`src/rtl/riscv_dmem_rmw_bridge.sv`:
```
// riscv_dmem_rmw_bridge
// Responder on the core D-memory port, driving a word-only single-port SRAM
// that has no byte-write enables. Full-word loads and stores pass straight
// through. A sub-word store becomes a read-modify-write: one SRAM read in the
// acceptance cycle, then one merged SRAM write in RMW_WR. The core is stalled
// for that one extra cycle.
//
// Optional feature: define RISCV_DMEM_BE_CHECK_EN to enable byte-enable
// checking. It adds the D_MEM_ERR output. A store whose byte-enable pattern is
// not a single byte or an aligned halfword is dropped and flagged on D_MEM_ERR.

module riscv_dmem_rmw_bridge #(
    parameter int AWIDTH = 12,
    parameter int DWIDTH = 32
) (
    input  logic                  CLK,
    input  logic                  RSTn,
    input  logic                  D_MEM_CSN,
    input  logic                  D_MEM_WEN,
    input  logic [DWIDTH/8-1:0]   D_MEM_BE,
    input  logic [AWIDTH-1:0]     D_MEM_ADDR,
    input  logic [DWIDTH-1:0]     D_MEM_DI,
    output logic [DWIDTH-1:0]     D_MEM_DOUT,
    output logic                  D_MEM_STALL,
    output logic                  S_CSN,
    output logic                  S_WEN,
    output logic [AWIDTH-1:0]     S_ADDR,
    output logic [DWIDTH-1:0]     S_DI,
    input  logic [DWIDTH-1:0]     S_DOUT
`ifdef RISCV_DMEM_BE_CHECK_EN
    ,
    output logic                  D_MEM_ERR
`endif
);

    localparam int NLANE = DWIDTH / 8;

    typedef enum logic [1:0] {
        IDLE   = 2'd0,
        RMW_WR = 2'd1
`ifdef RISCV_DMEM_BE_CHECK_EN
        ,
        ERR    = 2'd2
`endif
    } state_t;

    state_t              state;
    logic [AWIDTH-1:0]   rmw_addr;
    logic [DWIDTH-1:0]   rmw_data;
    logic [NLANE-1:0]    rmw_be;
    logic                rd_pend;
    logic [DWIDTH-1:0]   rd_hold;

    logic                be_all;
    logic                be_none;
    logic                be_legal;
    logic                req;
    logic                acc_load;
    logic                acc_full;
    logic                acc_part;
`ifdef RISCV_DMEM_BE_CHECK_EN
    logic                acc_bad;
`endif
    logic [DWIDTH-1:0]   merged;

    // Classify the incoming core request; nothing is accepted during RMW_WR
    always_comb begin
        be_all  = &D_MEM_BE;
        be_none = ~|D_MEM_BE;
`ifdef RISCV_DMEM_BE_CHECK_EN
        case (D_MEM_BE)
            4'b0001, 4'b0010, 4'b0100, 4'b1000,
            4'b0011, 4'b1100: be_legal = 1'b1;
            default:          be_legal = 1'b0;
        endcase
`else
        be_legal = 1'b1;
`endif
        req      = (state != RMW_WR) && !D_MEM_CSN;
        acc_load = req && D_MEM_WEN;
        acc_full = req && !D_MEM_WEN && be_all;
        acc_part = req && !D_MEM_WEN && !be_all && !be_none && be_legal;
`ifdef RISCV_DMEM_BE_CHECK_EN
        acc_bad  = req && !D_MEM_WEN && !be_all && !be_none && !be_legal;
`endif
    end

    // Merge the latched store lanes over the word read back from the SRAM
    always_comb begin
        merged = '0;
        for (int unsigned i = 0; i < NLANE; i++) begin
            merged[8*i +: 8] = rmw_be[i] ? rmw_data[8*i +: 8] : S_DOUT[8*i +: 8];
        end
    end

    // SRAM request: merged write in RMW_WR, otherwise pass-through of the core
    always_comb begin
        S_CSN  = 1'b1;
        S_WEN  = 1'b1;
        S_ADDR = D_MEM_ADDR;
        S_DI   = D_MEM_DI;
        if (!RSTn) begin
            S_CSN = 1'b1;
        end else if (state == RMW_WR) begin
            S_CSN  = 1'b0;
            S_WEN  = 1'b0;
            S_ADDR = rmw_addr;
            S_DI   = merged;
        end else if (acc_load || acc_part) begin
            S_CSN = 1'b0;
            S_WEN = 1'b1;
        end else if (acc_full) begin
            S_CSN = 1'b0;
            S_WEN = 1'b0;
        end
    end

    // Load data is live for the cycle after a load issue, then held
    always_comb begin
        D_MEM_DOUT = rd_pend ? S_DOUT : rd_hold;
    end

    // Control FSM with registered stall/error outputs and holding registers
    always_ff @(posedge CLK) begin
        if (!RSTn) begin
            state       <= IDLE;
            D_MEM_STALL <= 1'b0;
            rmw_addr    <= '0;
            rmw_data    <= '0;
            rmw_be      <= '0;
            rd_pend     <= 1'b0;
            rd_hold     <= '0;
`ifdef RISCV_DMEM_BE_CHECK_EN
            D_MEM_ERR   <= 1'b0;
`endif
        end else begin
            rd_pend     <= acc_load;
            D_MEM_STALL <= acc_part;
            if (rd_pend) begin
                rd_hold <= S_DOUT;
            end
            if (acc_part) begin
                rmw_addr <= D_MEM_ADDR;
                rmw_data <= D_MEM_DI;
                rmw_be   <= D_MEM_BE;
            end
`ifdef RISCV_DMEM_BE_CHECK_EN
            D_MEM_ERR <= acc_bad;
`endif
            case (state)
                RMW_WR: begin
                    state <= IDLE;
                end
                default: begin
                    if (acc_part) begin
                        state <= RMW_WR;
`ifdef RISCV_DMEM_BE_CHECK_EN
                    end else if (acc_bad) begin
                        state <= ERR;
`endif
                    end else begin
                        state <= IDLE;
                    end
                end
            endcase
        end
    end

endmodule

```
`config.mk`:
```
export PLATFORM = sky130hd
export DESIGN_NAME = riscv_dmem_rmw_bridge
export DESIGN_NICKNAME = d
export VERILOG_FILES = /design/src/rtl/riscv_dmem_rmw_bridge.sv
export SDC_FILE = /design/constraint.sdc
export NUM_CORES = 1
export LEC_CHECK = 0
export CORE_ASPECT_RATIO = 1.1
export CORE_MARGIN = 4
export CORE_UTILIZATION = 45
export CTS_BUF_LIST = sky130_fd_sc_hd__clkbuf_8
export CTS_CLUSTER_DIAMETER = 80
export CTS_CLUSTER_SIZE = 14
export DETAILED_ROUTE_END_ITERATION = 8
export PLACE_DENSITY = 0.83
export REMOVE_ABC_BUFFERS = 1
export SLEW_MARGIN = 20
export SYNTH_ARGS = -nofsm -noshare
export SYNTH_HDL_FRONTEND = slang
export SYNTH_SLANG_ARGS = --single-unit
```
`constraint.sdc`:
```
create_clock -name CLK -period 1.6 [get_ports CLK]
set_input_delay 0.32 -clock CLK [delete_from_list [all_inputs] [get_ports CLK]]
set_output_delay 0.32 -clock CLK [all_outputs]
set_load 0.02 [all_outputs]
```
==> qor.yml <==
layout:
  share_of_layout_cells_above_drive_strength_1: 0.387
  total_inserted_antenna_cells: 0
  postLayoutCellArea_um2: 6970
  ff_latch_area_um2: 1680
  area.growth.synth_to_final_pct: 72.9
  fillcell_total: 510
  footprint_of_the_multi_input_gates_um2: 2570
  final_net_count: 725
place:
  place.detailed.hpwl_um: 8220
  port-buffer-count: 162
  dpl_cell_area_um2: 5970
  finalWeightedCongestion: 0.858
worst_setup_path:
  delay_of_the_slowest_cell_on_the_worst_path_ns: 0.42
  crit_path_end_kind: "output pin"
  timing.critical_path.arrival_ns: 1.47
  path_cells: "nand2_8 -> buf_16 -> mux2_4 -> buf_6"
  cp_num_buf_inv: 2
  critPathLaunchType: "flip-flop"
  crit_family: "flip-flops"
  critPathRequiredTime_ns: 1.28
  crit_path_top_delay_cell: "sky130_fd_sc_hd__dfxtp_4"
  criticalPathCategory: "flip-flop to output pin"
  critPathMaxFanout: 7
power_and_ir_drop:
  powerDensity_nw_per_um2: 747
  pwr-share-clk: 0.300
  cellLeakagePower_nw: 3.05
  power.share.combinational: 0.272
  seqPwrFrac: 0.428
  switchingPower_mw: 1.55
  ir_drop_uv: 522
  sw_frac_of_total: 0.297
  cell_internal_pwr_mw: 3.66
floorplan:
  start_util: 0.472
  core_um2: 8540
  std_cell_rows: 35
  die_height_um: 107
  width_of_the_chip_um: 98.3
  ios: 163
  floorplan.die_area_um2: 10500
synthesis:
  sequential_element_share_of_the_synthesized_area: 0.412
  post_synth_most_frequent_cells: "sky130_fd_sc_hd__nand2_1 (122), sky130_fd_sc_hd__dfxtp_1 (83), sky130_fd_sc_hd__mux2i_1 (76), sky130_fd_sc_hd__mux2_2 (38), sky130_fd_sc_hd__o21ai_0 (34)"
  synthesis.area_um2: 4030
  syn_avg_cell_area_um2: 9.12
  yosys_warnings: 0
  synthTopCellsByArea: "sky130_fd_sc_hd__dfxtp_1 (41%), sky130_fd_sc_hd__mux2i_1 (19%), sky130_fd_sc_hd__nand2_1 (11%)"
  dominantRegCellSynth: "sky130_fd_sc_hd__dfxtp_1"
  synthCells: 442
  post-synth-top-area-fraction: 0.412
  synth_area_leader_cell: "sky130_fd_sc_hd__dfxtp_1"
  number_of_flops_mapped_to_enable_cells_by_yosys: 0
  asyncSetResetFlopFracSynth: 0
  synth.ff_latch_count: 83
  synth.most_common_cell: "sky130_fd_sc_hd__nand2_1"
  synth.lib_cells_used.distinct: 20
min_path:
  worstHoldPathType: "input port to flip-flop"
grt:
  grt_first_pass_wirelength_um: 20700
  grt_max_degree: 59
  grt_overflow: 0
  via_count_of_the_first_global_routing_pass: 4215
  grt_antenna_before_repair: 0
  grt.total_usage: 0.242
cts:
  cts_tree: "done"
  clock_buffer_count_from_cts: 9
  buffer_type_at_the_clock_tree_root: "sky130_fd_sc_hd__clkbuf_8"
  numClockSinks: 83
  cts.reportedPaths.clkPinSlew_ns: 0.10
  hold_buf_count_cts: 0
  htreeDepth: 3
  cts.path.max_buffers: 2
  clkLatencyLatePin_ns: 0.35
sta:
  layout_worst_path_cycle_share: 1.12
  worst_slew_pin_slew_ns: 0.513
  unrepaired_setup_endpoints_after_global_routing: "yes"
  timing.final.crit_period_ns: 1.79
  maxSlewViolCount: 0
  report.final.setup_viol: 77
  max_slew_margin: 0.658
  final_hold_viol_count: 0
  fmaxAchievable_mhz: 560
  finalSetupTns_ns: -9.61
  final.setup.worst_slack_ns: -0.187
  worst_clock_skew_ns: 0.0158
route:
  drt_iter0_markers: 138
  routed_wire_length_per_instance_um: 19.3
  firstDrtPassIters: 4
  postRouteWirelength_um: 14600
  drt.antenna.violating_nets: 0
  number_of_design_rule_violations_left_after_detail_routing: 0
  detailroute.via_count: 4025
  detail_route.vias_per_cell: 5.32
outcome:
  failing_checks: "setup timing"
  outcome: "finished, violations left"
flow_run:
  maxCapViolCount: 0
[routing by layer]
layer / track usage / share of wire
met5: 0 / 0
met4: 0.0761 / 0.023
met3: 0.0570 / 0.065
met2: 0.440 / 0.52
met1: 0.282 / 0.39
[repair_timing]
action / in CTS / in global routing
setup endpoints to repair: 123 / 126
setup buffers: 11 / 1
pin swaps: 10 / 13
resized for setup: 553 / 83
gates cloned: 6 / 8
[cells in the final DEF, fill, tap and decap left out, types with 2 or more instances in the layout]
cell                              count
sky130_fd_sc_hd__mux2_2               4
sky130_fd_sc_hd__buf_6               57
sky130_fd_sc_hd__o221a_2              4
sky130_fd_sc_hd__nor2_1               2
sky130_fd_sc_hd__clkbuf_16            7
sky130_fd_sc_hd__dfxtp_4              6
sky130_fd_sc_hd__mux2i_2              3
sky130_fd_sc_hd__and2_1              32
sky130_fd_sc_hd__nand2_4              7
sky130_fd_sc_hd__o21ai_2             12
sky130_fd_sc_hd__mux2_4              37
sky130_fd_sc_hd__clkinvlp_4           2
sky130_fd_sc_hd__clkbuf_2             3
sky130_fd_sc_hd__o21ai_0              4
sky130_fd_sc_hd__inv_6                2
sky130_fd_sc_hd__mux2_1               3
sky130_fd_sc_hd__dfxtp_1             77
sky130_fd_sc_hd__buf_4               51
sky130_fd_sc_hd__nand2_2              6
sky130_fd_sc_hd__nand2_1            109
sky130_fd_sc_hd__o21ai_4              6
sky130_fd_sc_hd__dlygate4sd2_1        3
sky130_fd_sc_hd__buf_16               4
sky130_fd_sc_hd__mux2i_1             73
sky130_fd_sc_hd__clkdlybuf4s50_1     76
sky130_fd_sc_hd__o21ai_1             12
sky130_fd_sc_hd__buf_8                2
sky130_fd_sc_hd__buf_2               11
sky130_fd_sc_hd__buf_12               9
sky130_fd_sc_hd__clkbuf_8             9
[final timing paths]
path | startpoint | end | slack, ns | depth (start not counted)
worst min register to register | rmw_addr[9] | rmw_addr[9] | 0.46 | 2
worst max-delay path | state[0] | S_ADDR[8] | -0.19 | 4
worst max register to register | state[0] | rmw_data[13] | -0.03 | 6
worst min-delay path | D_MEM_BE[2] | rmw_be[2] | 0.33 | 2
[final cells by class]
cell class,instances,area share
clock buffers,9,0.0178
well taps,111,0.0199
repair buffers,223,0.341
flip-flops and latches,83,0.241
clock inverters,7,0.0109
multi-input cells,323,0.368
inverters,1,0.000538
[cell families after synthesis]
kind of cell           synth area share
muxes                             0.312
DFF                               0.412
and+or+nand+nor                   0.180
buffers and inverters            0.0416
AOI/OAI and AO/OA                0.0546
[power by group through the flow]
stage	clock, mW	combinational, mW	sequential (mW)
after floorplan	0	0.499	2.26
after global placement	0	1.14	2.27
after detailed placement	0	1.16	2.28
after CTS	1.56	1.27	2.22
after global routing	1.67	1.50	2.24
final	1.56	1.42	2.23
[state kept, by name (all words and copies together), names as in the netlist]
| register | flops |
|---|---|
| rd_hold | 32 |
| rmw_data | 32 |
| rmw_addr | 12 |
| rmw_be | 4 |
| D_MEM_STALL | 1 |
| rd_pend | 1 |
| state | 1 |
[per-stage QoR]
| step | std cells | power (mW) | utilization | worst slack [ns] | hold WS, ns |
|---|---|---|---|---|---|
| floorplan | 406 | 2.76 | - | -1.04 | 0.399 |
| CTS | 750 | 5.05 | 0.769 | -0.194 | 0.418 |
| finish | 757 | 5.21 | 0.817 | -0.187 | 0.332 |
| global placement | 717 | 3.41 | 0.699 | -0.663 | 0.440 |
| detailed placement | 717 | 3.43 | 0.699 | -0.716 | 0.449 |
| global route | 757 | 5.41 | 0.817 | -0.237 | 0.331 |
Power figures use the tool's default switching activity.
